<file path="config.mk">
export PLATFORM = sky130hd
export DESIGN_NAME = serial_adder_ctrl
export DESIGN_NICKNAME = d
export VERILOG_FILES = /design/src/rtl/serial_adder_ctrl.sv
export SDC_FILE = /design/constraint.sdc
export NUM_CORES = 1
export LEC_CHECK = 0
export CORE_UTILIZATION = 55
export CTS_BUF_LIST = sky130_fd_sc_hd__clkbuf_16
export CTS_CLUSTER_DIAMETER = 50
export DETAILED_ROUTE_END_ITERATION = 10
export GPL_TIMING_DRIVEN = 0
export PLACE_DENSITY = 0.88
export SYNTH_ARGS = -nofsm -noshare
export SYNTH_HDL_FRONTEND = slang
export SYNTH_SLANG_ARGS = --single-unit
</file>
<file path="constraint.sdc">
create_clock -name clk -period 2.53 [get_ports clk]
set_clock_uncertainty 0.1 [all_clocks]
set_input_delay 0.506 -clock clk [delete_from_list [all_inputs] [get_ports clk]]
set_output_delay 0.506 -clock clk [all_outputs]
set_load 0.05 [all_outputs]
</file>
<file path="src/rtl/serial_adder_ctrl.sv">
// Bit-serial WIDTH-bit adder: one full adder cell stepped LSB-first under a start/busy/done handshake.
// Optional macro SERIAL_ADDER_SUB_EN turns sub=1 into a - b (B inverted, carry-in forced to 1).

module fulladder (
  input  logic a,
  input  logic b,
  input  logic ci,
  output logic s,
  output logic co
);

  assign s  = a ^ b ^ ci;
  assign co = (a & b) | (ci & (a ^ b));

endmodule

module serial_adder_ctrl #(
  parameter int WIDTH = 8
) (
  input  logic             clk,
  input  logic             rst_n,
  input  logic             start,
  input  logic [WIDTH-1:0] a,
  input  logic [WIDTH-1:0] b,
  input  logic             cin,
  input  logic             sub,
  output logic             busy,
  output logic             done,
  output logic [WIDTH-1:0] sum,
  output logic             cout
);

  localparam int CNT_W = $clog2(WIDTH);
  localparam logic [CNT_W-1:0] CNT_LAST = CNT_W'(WIDTH - 1);

  typedef enum logic [1:0] {
    IDLE = 2'd0,
    RUN  = 2'd1,
    DONE = 2'd2
  } state_t;

  state_t           state_r;
  logic [WIDTH-1:0] a_sh_r;
  logic [WIDTH-1:0] b_sh_r;
  logic [WIDTH-1:0] ps_r;
  logic             carry_r;
  logic [CNT_W-1:0] cnt_r;

  logic [WIDTH-1:0] b_load_s;
  logic             carry_load_s;
  logic             fa_sum_s;
  logic             fa_co_s;

  fulladder fulladder_inst (
    .a  (a_sh_r[0]),
    .b  (b_sh_r[0]),
    .ci (carry_r),
    .s  (fa_sum_s),
    .co (fa_co_s)
  );

`ifdef SERIAL_ADDER_SUB_EN
  // Operand B and carry seed at the accepting edge; subtraction is a + ~b + 1.
  always_comb begin
    b_load_s     = b;
    carry_load_s = cin;
    if (sub) begin
      b_load_s     = ~b;
      carry_load_s = 1'b1;
    end else begin
      b_load_s     = b;
      carry_load_s = cin;
    end
  end
`else
  logic sub_unused_s;
  assign sub_unused_s = sub;

  // Operand B and carry seed at the accepting edge; plain addition only.
  always_comb begin
    b_load_s     = b;
    carry_load_s = cin;
  end
`endif

  // Control FSM and datapath; sum/cout change only on the final bit.
  always_ff @(posedge clk or negedge rst_n) begin
    if (!rst_n) begin
      state_r <= IDLE;
      busy    <= 1'b0;
      done    <= 1'b0;
      sum     <= '0;
      cout    <= 1'b0;
      a_sh_r  <= '0;
      b_sh_r  <= '0;
      ps_r    <= '0;
      carry_r <= 1'b0;
      cnt_r   <= '0;
    end else begin
      case (state_r)
        IDLE: begin
          done <= 1'b0;
          if (start) begin
            a_sh_r  <= a;
            b_sh_r  <= b_load_s;
            carry_r <= carry_load_s;
            cnt_r   <= '0;
            busy    <= 1'b1;
            state_r <= RUN;
          end else begin
            busy    <= 1'b0;
            state_r <= IDLE;
          end
        end
        RUN: begin
          a_sh_r  <= {1'b0, a_sh_r[WIDTH-1:1]};
          b_sh_r  <= {1'b0, b_sh_r[WIDTH-1:1]};
          ps_r    <= {fa_sum_s, ps_r[WIDTH-1:1]};
          carry_r <= fa_co_s;
          cnt_r   <= cnt_r + CNT_W'(1);
          if (cnt_r == CNT_LAST) begin
            sum     <= {fa_sum_s, ps_r[WIDTH-1:1]};
            cout    <= fa_co_s;
            busy    <= 1'b0;
            done    <= 1'b1;
            state_r <= DONE;
          end else begin
            busy    <= 1'b1;
            done    <= 1'b0;
            state_r <= RUN;
          end
        end
        DONE: begin
          busy    <= 1'b0;
          done    <= 1'b0;
          state_r <= IDLE;
        end
        default: begin
          busy    <= 1'b0;
          done    <= 1'b0;
          state_r <= IDLE;
        end
      endcase
    end
  end

endmodule

</file>
==> flow_summary.json, run 1 <==
{
  "timing.critical_path.slowest_cell_delay_ns": 0.87,
  "slowest_stage": "sky130_fd_sc_hd__clkdlybuf4s50_1",
  "critPathBufInv": 1,
  "post_dp_hpwl_mm": 2.22,
  "regArea_um2": 951,
  "ir_drop_worst_vdd_mv": 0.632,
  "static-leakage-power_nw": 0.940,
  "post_cts_resize_count": 0,
  "n_antenna_cell": 0,
  "layout-area-overhead-vs-synth_pct": 27.6,
  "gr-usage-all-layers_pct": 22.3,
  "clock_sinks": 38,
  "synth_warnings": 0,
  "nFillCells": 193,
  "timing.final.setup_violations": 0,
  "worstHoldPathType": "input port to async pin",
  "drive_gt1_share_pct": 20.1,
  "postRouteAntennaNets": 0,
  "gr-total-overflow": 0,
  "final_cycle_utilization_of_the_critical_path_pct": 90.0,
  "routed_wire_length_per_instance_um": 16.9,
  "achievable-frequency_ghz": 0.439,
  "vias_per_cell": 6.14,
  "drc": 2,
  "first_global_vias": 1186,
  "finish.instance_area_um2": 2180,
  "clock-root-buffer": "sky130_fd_sc_hd__clkbuf_16",
  "grt_setup_unrepaired": "no",
  "timing.final.crit_period_ns": 2.28,
  "gp_routability_congestion": 0.721,
  "detail_route.first_pass.iterations": 7,
  "totalNegativeSetupSlack_ns": 0,
  "ys_types": 24,
  "tightestPinTransition_ns": 0.793,
  "place.port_buffers": 30,
  "synth.cell_area_um2": 1710,
  "first_iter_violations": 41,
  "syn_area_per_cell_um2": 14.8,
  "post-layout-total-power_mw": 2.85,
  "initial_antenna_violation_count": 0,
  "synthesis.nets": 140,
  "finalHoldWorstSlack_ns": 0.209,
  "detailroute.via_count": 1135,
  "post-cts-setup-buffers": 0,
  "crit_path_cell_trace": "clkdlybuf4s50_1",
  "worst_setup_path_startpoint": "state_r[0]",
  "tritoncts.num_buffers": 5,
  "outcome": "finished, violations left",
  "yosys_register_bits": 38,
  "timing_hold_violations_final": 0,
  "synth_sequential_area_ratio_pct": 55.6,
  "cp_max_fo": 9,
  "route.final.wire_length_mm": 3.13,
  "die_outline_area_um2": 3340,
  "initial_utilization_pct": 60.0,
  "layout.nets": 177,
  "critPathTopFamily": "buffers and inverters",
  "design.portCount": 32,
  "worst_setup_hold_path_clk_slew_ns": 0.05,
  "clock_insertion_delay_worst_skew_ns": 0.28,
  "dpl_cell_area_um2": 2050,
  "die_span_in_y_um": 57.8,
  "final_util_pct": 76.5,
  "violated_checks": "DRC",
  "first_pass_grt_wire_length_mm": 5.48,
  "maxcap_viol_count": 0,
  "multiInputGateArea_um2": 682,
  "worstPathArrival_ns": 1.67,
  "setup.worst_path.class": "flip-flop to primary output",
  "grt_start_max_net_pins": 39,
  "capturing_element_type_of_the_critical_path": "primary output",
  "clockBufferDepth": 2,
  "floorplan.core_area_um2": 2850,
  "maxSlewViolCount": 0,
  "cts_htree_levels": 2,
  "startpoint_type": "flip-flop",
  "required_ns": 1.92,
  "syn_inst": 116,
  "cellPowerDensity_nw_per_um2": 1310,
  "die_width_um": 57.8,
  "cts_tree": "yes",
  "cts.hold.buffers_added": 0,
  "relSlewSlack_pct": 47.1,
  "fp-row-count": 19,
  "worst_r2r_startpoint": "cnt_r[0]"
}
[worst paths after layout]
check / endpoint / slack [ns] / cells past startpoint
min in group clk: cnt_r[0] / 0.38 / 1
setup / recovery: busy / 0.25 / 1
hold reg to reg: cnt_r[0] / 0.38 / 1
max in group asynchronous: b_sh_r[3] / 1.61 / 1
hold / removal: sum[2] / 0.21 / 1
setup reg to reg: sum[6] / 0.84 / 5
[cells by family (layout without fill, tap and decap cells)]
family | after synthesis | in the layout | share of synthesized area, %
simple gates | 24 | 24 | 12.9
compound gates | 22 | 22 | 13.2
buf+inv | 12 | 50 | 4.60
fa+ha+maj | 3 | 3 | 2.63
flops | 38 | 38 | 55.6
mux | 17 | 17 | 11.1
[cells in the mapped netlist]
cell,n,area (µm²)
sky130_fd_sc_hd__nor2b_2,1,8.76
sky130_fd_sc_hd__inv_2,1,3.75
sky130_fd_sc_hd__clkbuf_1,2,7.51
sky130_fd_sc_hd__nand3b_1,1,7.51
sky130_fd_sc_hd__dlymetal6s2s_1,1,12.5
sky130_fd_sc_hd__nor4bb_1,2,20.0
sky130_fd_sc_hd__buf_2,5,25.0
sky130_fd_sc_hd__a21oi_1,1,5.00
sky130_fd_sc_hd__ha_1,2,25.0
sky130_fd_sc_hd__mux2i_1,1,10.0
sky130_fd_sc_hd__buf_6,2,22.5
sky130_fd_sc_hd__nor3b_1,2,15.0
sky130_fd_sc_hd__a211o_1,2,17.5
sky130_fd_sc_hd__o21ba_1,1,10.0
sky130_fd_sc_hd__a22o_1,2,17.5
sky130_fd_sc_hd__buf_4,1,7.51
sky130_fd_sc_hd__o221a_2,14,158
sky130_fd_sc_hd__mux2_1,16,180
sky130_fd_sc_hd__o21bai_1,1,7.51
sky130_fd_sc_hd__nand2b_1,3,18.8
sky130_fd_sc_hd__or4b_1,15,150
sky130_fd_sc_hd__o221a_1,1,11.3
sky130_fd_sc_hd__dfrtp_1,38,951
sky130_fd_sc_hd__fa_1,1,20.0
[placed cells by master (no fill, tap or decap)]
cell type and count:
sky130_fd_sc_hd__dfrtp_1 38, sky130_fd_sc_hd__a22o_1 2, sky130_fd_sc_hd__buf_6 2, sky130_fd_sc_hd__clkbuf_16 5
sky130_fd_sc_hd__clkinv_2 1, sky130_fd_sc_hd__o221a_2 14, sky130_fd_sc_hd__clkdlybuf4s50_1 29, sky130_fd_sc_hd__buf_2 6
sky130_fd_sc_hd__a211o_1 2, sky130_fd_sc_hd__mux2i_1 1, sky130_fd_sc_hd__nand3b_1 1, sky130_fd_sc_hd__nor2b_2 1
sky130_fd_sc_hd__dlymetal6s2s_1 1, sky130_fd_sc_hd__o221a_1 1, sky130_fd_sc_hd__or4b_1 15, sky130_fd_sc_hd__clkbuf_1 2
sky130_fd_sc_hd__nor4bb_1 2, sky130_fd_sc_hd__clkinv_1 1, sky130_fd_sc_hd__inv_1 1, sky130_fd_sc_hd__o21bai_1 1
sky130_fd_sc_hd__buf_4 1, sky130_fd_sc_hd__nand2b_1 3, sky130_fd_sc_hd__nor3b_1 2, sky130_fd_sc_hd__o21ba_1 1
sky130_fd_sc_hd__inv_2 1, sky130_fd_sc_hd__a21oi_1 1, sky130_fd_sc_hd__mux2_1 16, sky130_fd_sc_hd__ha_1 2
sky130_fd_sc_hd__fa_1 1
[through the flow]
step,setup WS (ns),cells
floorplan,0.846,116
global placement,0.0936,177
detailed placement,0.362,177
CTS,0.237,185
global route,0.198,185
finish,0.254,185
[layout make-up]
type / count / share of cell area, %
sequential: 38 / 43.6
multi-input combinational: 66 / 31.2
timing repair buffer: 30 / 13.5
clock buffer: 5 / 5.73
buffer: 11 / 3.44
tap: 31 / 1.78
clock inverter: 3 / 0.573
inverter: 1 / 0.172
[registers in the layout, summed over array words and instances (netlist names)]
signal / cells
a_sh_r: 8
b_sh_r: 8
sum: 8
ps_r: 7
cnt_r: 3
carry_r: 1
cout: 1
done: 1
state_r: 1
[routing by layer]
metal | GRT usage [%] | share of wire, % | vias to the layer above | routed length (µm)
met1 | 27.6 | 45 | 580 | 1420
met4 | 9.18 | 1.9 | 0 | 59
li1 | - | - | 529 | -
met2 | 36.9 | 49 | 20 | 1550
met5 | 0 | 0 | - | 0
met3 | 6.70 | 3.4 | 6 | 106
[power by group]
part / leakage [nW] / internal (mW) / total, mW / switching, mW
registers: 0.451 / 0.900 / 1.09 / 0.189
logic: 0.416 / 0.578 / 1.19 / 0.615
clock network: 0.0724 / 0.355 / 0.571 / 0.216
Power figures use the tool's default switching activity.
==> run 2: changes to the inputs <==
--- a/config.mk
+++ b/config.mk
@@ -13,4 +13,5 @@
 export PLACE_DENSITY = 0.88
 export SYNTH_ARGS = -nofsm -noshare
 export SYNTH_HDL_FRONTEND = slang
+export SYNTH_HIERARCHICAL = 1
 export SYNTH_SLANG_ARGS = --single-unit
==> run 2 against run 1 <==
The run now ends clean; setup slack got worse by 0.038 ns; fmax decreased by 1.7%; die area decreased by 0.42%; critical path type unchanged.
==> flow_summary.json, run 2 <==
{
  "worstHoldPathType": "input port to async pin",
  "post_dp_hpwl_mm": 2.28,
  "placed_cells": 177,
  "ir_drop_worst_vdd_mv": 0.925,
  "dpl_cell_area_um2": 2040,
  "routed_wire_length_per_instance_um": 19.6,
  "grt_setup_unrepaired": "no",
  "async_reset_ff_share_pct": 100,
  "slowest_stage": "sky130_fd_sc_hd__clkdlybuf4s50_1",
  "layout.cells.non_filler": 185,
  "worstPathArrival_ns": 1.71,
  "timing.critical_path.slowest_cell_delay_ns": 0.88,
  "outcome": "finished clean",
  "syn_inst": 116,
  "first_pass_grt_wire_length_mm": 6.10,
  "worst_r2r_startpoint": "cnt_r[0]",
  "capturing_element_type_of_the_critical_path": "primary output",
  "synth_top_cells_by_count": "38 x sky130_fd_sc_hd__dfrtp_1, 16 x sky130_fd_sc_hd__mux2_1, 15 x sky130_fd_sc_hd__or4b_1",
  "yosys_register_bits": 38,
  "cts_tree": "yes",
  "gr-usage-all-layers_pct": 25.2,
  "vias_per_cell": 6.43,
  "timing_hold_violations_final": 0,
  "maxcap_viol_count": 0,
  "place.port_buffers": 30,
  "detail_route.first_pass.iterations": 6,
  "synth.cell_area_um2": 1700,
  "synth_top_area_share_pct": 55.8,
  "clock-root-buffer": "sky130_fd_sc_hd__clkbuf_16",
  "fp-row-count": 19,
  "postRouteAntennaNets": 0,
  "yosysMostFrequentCell": "sky130_fd_sc_hd__dfrtp_1",
  "finish.instance_area_um2": 2230,
  "syn_area_per_cell_um2": 14.7,
  "totalNegativeSetupSlack_ns": 0,
  "gr-total-overflow": 0,
  "worst_setup_path_startpoint": "state_r[0]",
  "critPathTopFamily": "buffers and inverters",
  "reg_top3": "a_sh_r (8), b_sh_r (8), sum (8)",
  "reg2reg_slack_ns": 0.80,
  "layout.cells.most_common_list": "38 x sky130_fd_sc_hd__dfrtp_1, 29 x sky130_fd_sc_hd__clkdlybuf4s50_1, 16 x sky130_fd_sc_hd__mux2_1",
  "clock_insertion_delay_worst_skew_ns": 0.28,
  "tightestPinTransition_ns": 0.814,
  "count_of_flip_flops_with_a_built_in_enable_after_synthesis": 0,
  "first_global_vias": 1233,
  "first_iter_violations": 48,
  "synthesis.nets": 140,
  "setup.worst_path.class": "flip-flop to primary output",
  "relSlewSlack_pct": 45.7,
  "gp_routability_congestion": 0.722,
  "tritoncts.num_buffers": 5,
  "post-cts-setup-buffers": 0,
  "floorplan.core_area_um2": 2850,
  "die_span_in_y_um": 57.7,
  "clockBufferDepth": 2,
  "synth_warnings": 6,
  "startpoint_type": "flip-flop",
  "drc": 0,
  "achievable-frequency_ghz": 0.432,
  "mostFrequentLayoutCell": "sky130_fd_sc_hd__dfrtp_1",
  "synth_area_leader_cell": "sky130_fd_sc_hd__dfrtp_1",
  "die_outline_area_um2": 3330,
  "static-leakage-power_nw": 0.951,
  "die_width_um": 57.7,
  "cts.hold.buffers_added": 0,
  "initial_antenna_violation_count": 0,
  "crit_path_cell_trace": "clkdlybuf4s50_1",
  "required_ns": 1.92,
  "synth_sequential_area_ratio_pct": 55.8,
  "final_util_pct": 78.1,
  "yosys_most_used_dff": "sky130_fd_sc_hd__dfrtp_1",
  "initial_utilization_pct": 59.7,
  "critPathBufInv": 1,
  "cellPowerDensity_nw_per_um2": 1390,
  "final_cycle_utilization_of_the_critical_path_pct": 91.5,
  "route.final.wire_length_mm": 3.63,
  "cts_htree_levels": 2,
  "layout-area-overhead-vs-synth_pct": 30.7,
  "n_antenna_cell": 0,
  "timing.final.setup_violations": 0,
  "worst_setup_hold_path_clk_slew_ns": 0.05,
  "post_cts_resize_count": 0,
  "clock_sinks": 38,
  "detailroute.via_count": 1190,
  "ys_types": 23,
  "netlist_top_cells_area": "sky130_fd_sc_hd__dfrtp_1 56%, sky130_fd_sc_hd__mux2_1 11%, sky130_fd_sc_hd__or4b_1 8.8%",
  "cp_max_fo": 9,
  "maxSlewViolCount": 0,
  "grt_start_max_net_pins": 39,
  "timing.final.crit_period_ns": 2.31,
  "design.portCount": 32,
  "layout.nets": 177,
  "drive_gt1_share_pct": 20.1
}
-- run 2: cell types whose count changed after synthesis, sizes merged --
cell | previous run | this run
buf | 8 | 9
dlymetal6s2s | 1 | 0
-- run 2: worst paths after layout --
kind,end,depth (start not counted)
setup / recovery,busy,1
hold / removal,a_sh_r[3],1
max in group asynchronous,b_sh_r[2],1
hold reg to reg,ps_r[1],1
min in group clk,ps_r[1],1
setup reg to reg,sum[1],5
-- run 2: kinds of logic (layout without fill, tap and decap cells) --
logic type | Yosys count | count (layout) | share of synthesized area, %
AND/OR/NAND/NOR | 24 | 24 | 12.9
adder cells (fa/ha/maj) | 3 | 3 | 2.64
multiplexers | 17 | 17 | 11.2
buffers and inverters | 12 | 50 | 4.19
flip-flops | 38 | 38 | 55.8
AO/OA/AOI/OAI | 22 | 22 | 13.3
-- run 2: layer usage --
layer  global-route usage, %  share of wire [%]  up-vias
met3                    7.81                4.3        2
met2                    41.7                 53       38
li1                        -                  -      532
met4                    6.12               0.25        0
met5                       0                  0        -
met1                    32.9                 42      618
-- run 2: power breakdown --
part / internal, mW / total, mW / switching (mW)
combinational: 0.578 / 1.21 / 0.635
sequential: 0.899 / 1.10 / 0.204
clock: 0.561 / 0.790 / 0.229
total: 2.04 / 3.11 / 1.07
-- run 2: area by class of cell --
class / count / area, µm²
timing repair buffer: 30 / 295
tap: 31 / 38.8
multi-input combinational: 66 / 682
inverter: 1 / 3.75
clock inverter: 3 / 63.8
sequential: 38 / 951
fill: 170 / 626
clock buffer: 5 / 125
buffer: 11 / 67.6
-- run 2: per-stage QoR --
step	total power, mW	hold slack [ns]	worst slack [ns]
6_report	3.11	0.220	0.216
5_1_grt	3.26	0.300	0.175
4_1_cts	3.13	0.248	0.199
3_5_place_dp	2.30	0.381	0.462
3_3_place_gp	2.24	0.367	0.0777
2_1_floorplan	1.93	0.110	0.846
==> run 3: changes to the inputs <==
--- a/config.mk
+++ b/config.mk
@@ -5,12 +5,12 @@
 export SDC_FILE = /design/constraint.sdc
 export NUM_CORES = 1
 export LEC_CHECK = 0
-export CORE_UTILIZATION = 55
-export CTS_BUF_LIST = sky130_fd_sc_hd__clkbuf_16
+export ABC_CLOCK_PERIOD_IN_PS = 2100
+export CORE_UTILIZATION = 46
 export CTS_CLUSTER_DIAMETER = 50
 export DETAILED_ROUTE_END_ITERATION = 10
 export GPL_TIMING_DRIVEN = 0
-export PLACE_DENSITY = 0.88
+export PLACE_DENSITY = 0.79
 export SYNTH_ARGS = -nofsm -noshare
 export SYNTH_HDL_FRONTEND = slang
 export SYNTH_HIERARCHICAL = 1
==> constraint.sdc (replaced) <==
create_clock -name clk -period 2.1 [get_ports clk]
set_clock_uncertainty 0.1 [all_clocks]
set_input_delay 0.42 -clock clk [delete_from_list [all_inputs] [get_ports clk]]
set_output_delay 0.42 -clock clk [all_outputs]
set_load 0.05 [all_outputs]
==> run 3 against run 2 <==
Via count shrank 3.8%; clock power shrank 36%; register-to-register slack lost 0.39 ns; die area grew 19%; total power grew 4.1%; clock-buffer cell count grew 2; sequential share of layout area grew 1.6 points; critical path type unchanged; critical endpoint is now cout.
==> flow_summary.json, run 3 (synthesized netlist as in run 2, its figures left out) <==
{
  "outcome": "finished clean",
  "post-cts-setup-buffers": 0,
  "reg2reg_slack_ns": 0.41,
  "floorplan.core_area_um2": 3440,
  "setup.worst_path.class": "flip-flop to primary output",
  "place.port_buffers": 30,
  "achievable-frequency_ghz": 0.511,
  "detail_route.first_pass.iterations": 4,
  "n_antenna_cell": 0,
  "timing.final.setup_violations": 0,
  "critPathTopFamily": "buffers and inverters",
  "required_ns": 1.58,
  "drive_gt1_share_pct": 20.1,
  "clock_sinks": 38,
  "cellPowerDensity_nw_per_um2": 1510,
  "gp_routability_congestion": 0.805,
  "clock-root-buffer": "sky130_fd_sc_hd__clkbuf_8",
  "post_dp_hpwl_mm": 2.23,
  "layout.cells.most_common_list": "38 x sky130_fd_sc_hd__dfrtp_1, 27 x sky130_fd_sc_hd__clkdlybuf4s50_1, 16 x sky130_fd_sc_hd__mux2_1",
  "timing_hold_violations_final": 0,
  "first_pass_grt_wire_length_mm": 5.44,
  "clock_insertion_delay_worst_skew_ns": 0.28,
  "final_cycle_utilization_of_the_critical_path_pct": 93.2,
  "gr-usage-all-layers_pct": 18.1,
  "static-leakage-power_nw": 0.913,
  "worst_setup_path_startpoint": "cout",
  "routed_wire_length_per_instance_um": 15.4,
  "clockBufferDepth": 2,
  "ir_drop_worst_vdd_mv": 0.486,
  "detailroute.via_count": 1145,
  "mostFrequentLayoutCell": "sky130_fd_sc_hd__dfrtp_1",
  "cp_max_fo": 2,
  "cts_htree_levels": 2,
  "drc": 0,
  "gr-total-overflow": 0,
  "initial_antenna_violation_count": 0,
  "timing.critical_path.slowest_cell_delay_ns": 0.80,
  "final_util_pct": 62.3,
  "timing.reg2reg.worst_path_depth": 5,
  "total_switching_power_mw": 1.20,
  "cts_tree": "yes",
  "vias_per_cell": 5.73,
  "first_iter_violations": 26,
  "post-layout-total-power_mw": 3.23,
  "layout.nets": 177,
  "crit_path_cell_trace": "clkdlybuf4s50_1",
  "cts.hold.buffers_added": 0,
  "fp-row-count": 21,
  "reg_top3": "a_sh_r (8), b_sh_r (8), sum (8)",
  "tritoncts.num_buffers": 5,
  "switching_share_pct": 37.1,
  "timing.final.crit_period_ns": 1.96,
  "int_power_mw": 2.03,
  "relSlewSlack_pct": 45.5,
  "p_comb_share_pct": 43.8,
  "slowest_stage": "sky130_fd_sc_hd__clkdlybuf4s50_1",
  "tightestPinTransition_ns": 0.817,
  "maxSlewViolCount": 0,
  "startpoint_type": "flip-flop",
  "grt_start_max_net_pins": 39,
  "die_width_um": 62.9,
  "die_span_in_y_um": 62.9,
  "die_outline_area_um2": 3950,
  "final_critical_path_setup_slack_ns": 0.142,
  "design.portCount": 32,
  "route.final.wire_length_mm": 3.07,
  "capturing_element_type_of_the_critical_path": "primary output",
  "dpl_worst_slack_ns": 0.115,
  "layout-area-overhead-vs-synth_pct": 25.9,
  "worst_r2r_endpoint": "sum[5]",
  "worstPathArrival_ns": 1.44,
  "worst_setup_hold_path_clk_slew_ns": 0.07,
  "seq_power_share_pct": 40.6,
  "grt_setup_unrepaired": "no",
  "critPathBufInv": 1,
  "postRouteAntennaNets": 0,
  "initial_utilization_pct": 49.5,
  "worst_r2r_startpoint": "cnt_r[0]",
  "power.share.clock_pct": 15.6,
  "worstHoldPathType": "input port to async pin",
  "totalNegativeSetupSlack_ns": 0,
  "first_global_vias": 1140,
  "maxcap_viol_count": 0
}
run 3: worst max path at each step:
stage                end  slack [ns]  depth (start not counted)
3_3_place_gp   a_sh_r[7]       -0.29                          1
2_1_floorplan  a_sh_r[5]        0.42                          3
6_report            cout        0.14                          1
3_5_place_dp   a_sh_r[6]        0.12                          4
4_1_cts             cout        0.12                          1
5_1_grt             cout        0.07                          1
run 3: what timing repair did:
action	in CTS	in global routing
resized for setup	2	0
endpoints found under the setup margin	2	0
endpoints found under the hold margin	0	0
run 3: cell type report:
type                    count  area, µm²
clock buffers               7       86.3
flip-flops and latches     38        951
repair buffers             30        293
plain buffers              11       67.6
multi-input cells          66        682
inverters                   1       3.75
well taps                  46       57.6
clock inverters             1       5.00
fillers                   280       1300
run 3: metal layers:
layer	routed length (µm)	GRT usage [%]
met1	1390	22.2
met2	1470	29.0
met3	135	5.47
met4	68	8.72
met5	0	0
run 3: power groups by stage:
| stage | logic (mW) | clock network, mW | registers, mW |
|---|---|---|---|
| 2_1_floorplan | 0.741 | 0 | 1.58 |
| 3_3_place_gp | 1.39 | 0 | 1.31 |
| 5_1_grt | 1.54 | 0.558 | 1.37 |
| 3_5_place_dp | 1.44 | 0 | 1.33 |
| 4_1_cts | 1.43 | 0.516 | 1.32 |
| 6_report | 1.42 | 0.504 | 1.31 |
run 3: through the flow:
| stage | area [µm²] | hold slack [ns] | instances |
|---|---|---|---|
| after floorplan | 1700 | 0.0244 | 116 |
| after global placement | 2060 | 0.367 | 192 |
| after detailed placement | 2060 | 0.381 | 192 |
| after CTS | 2150 | 0.148 | 200 |
| after global routing | 2150 | 0.178 | 200 |
| final | 2150 | 0.122 | 200 |
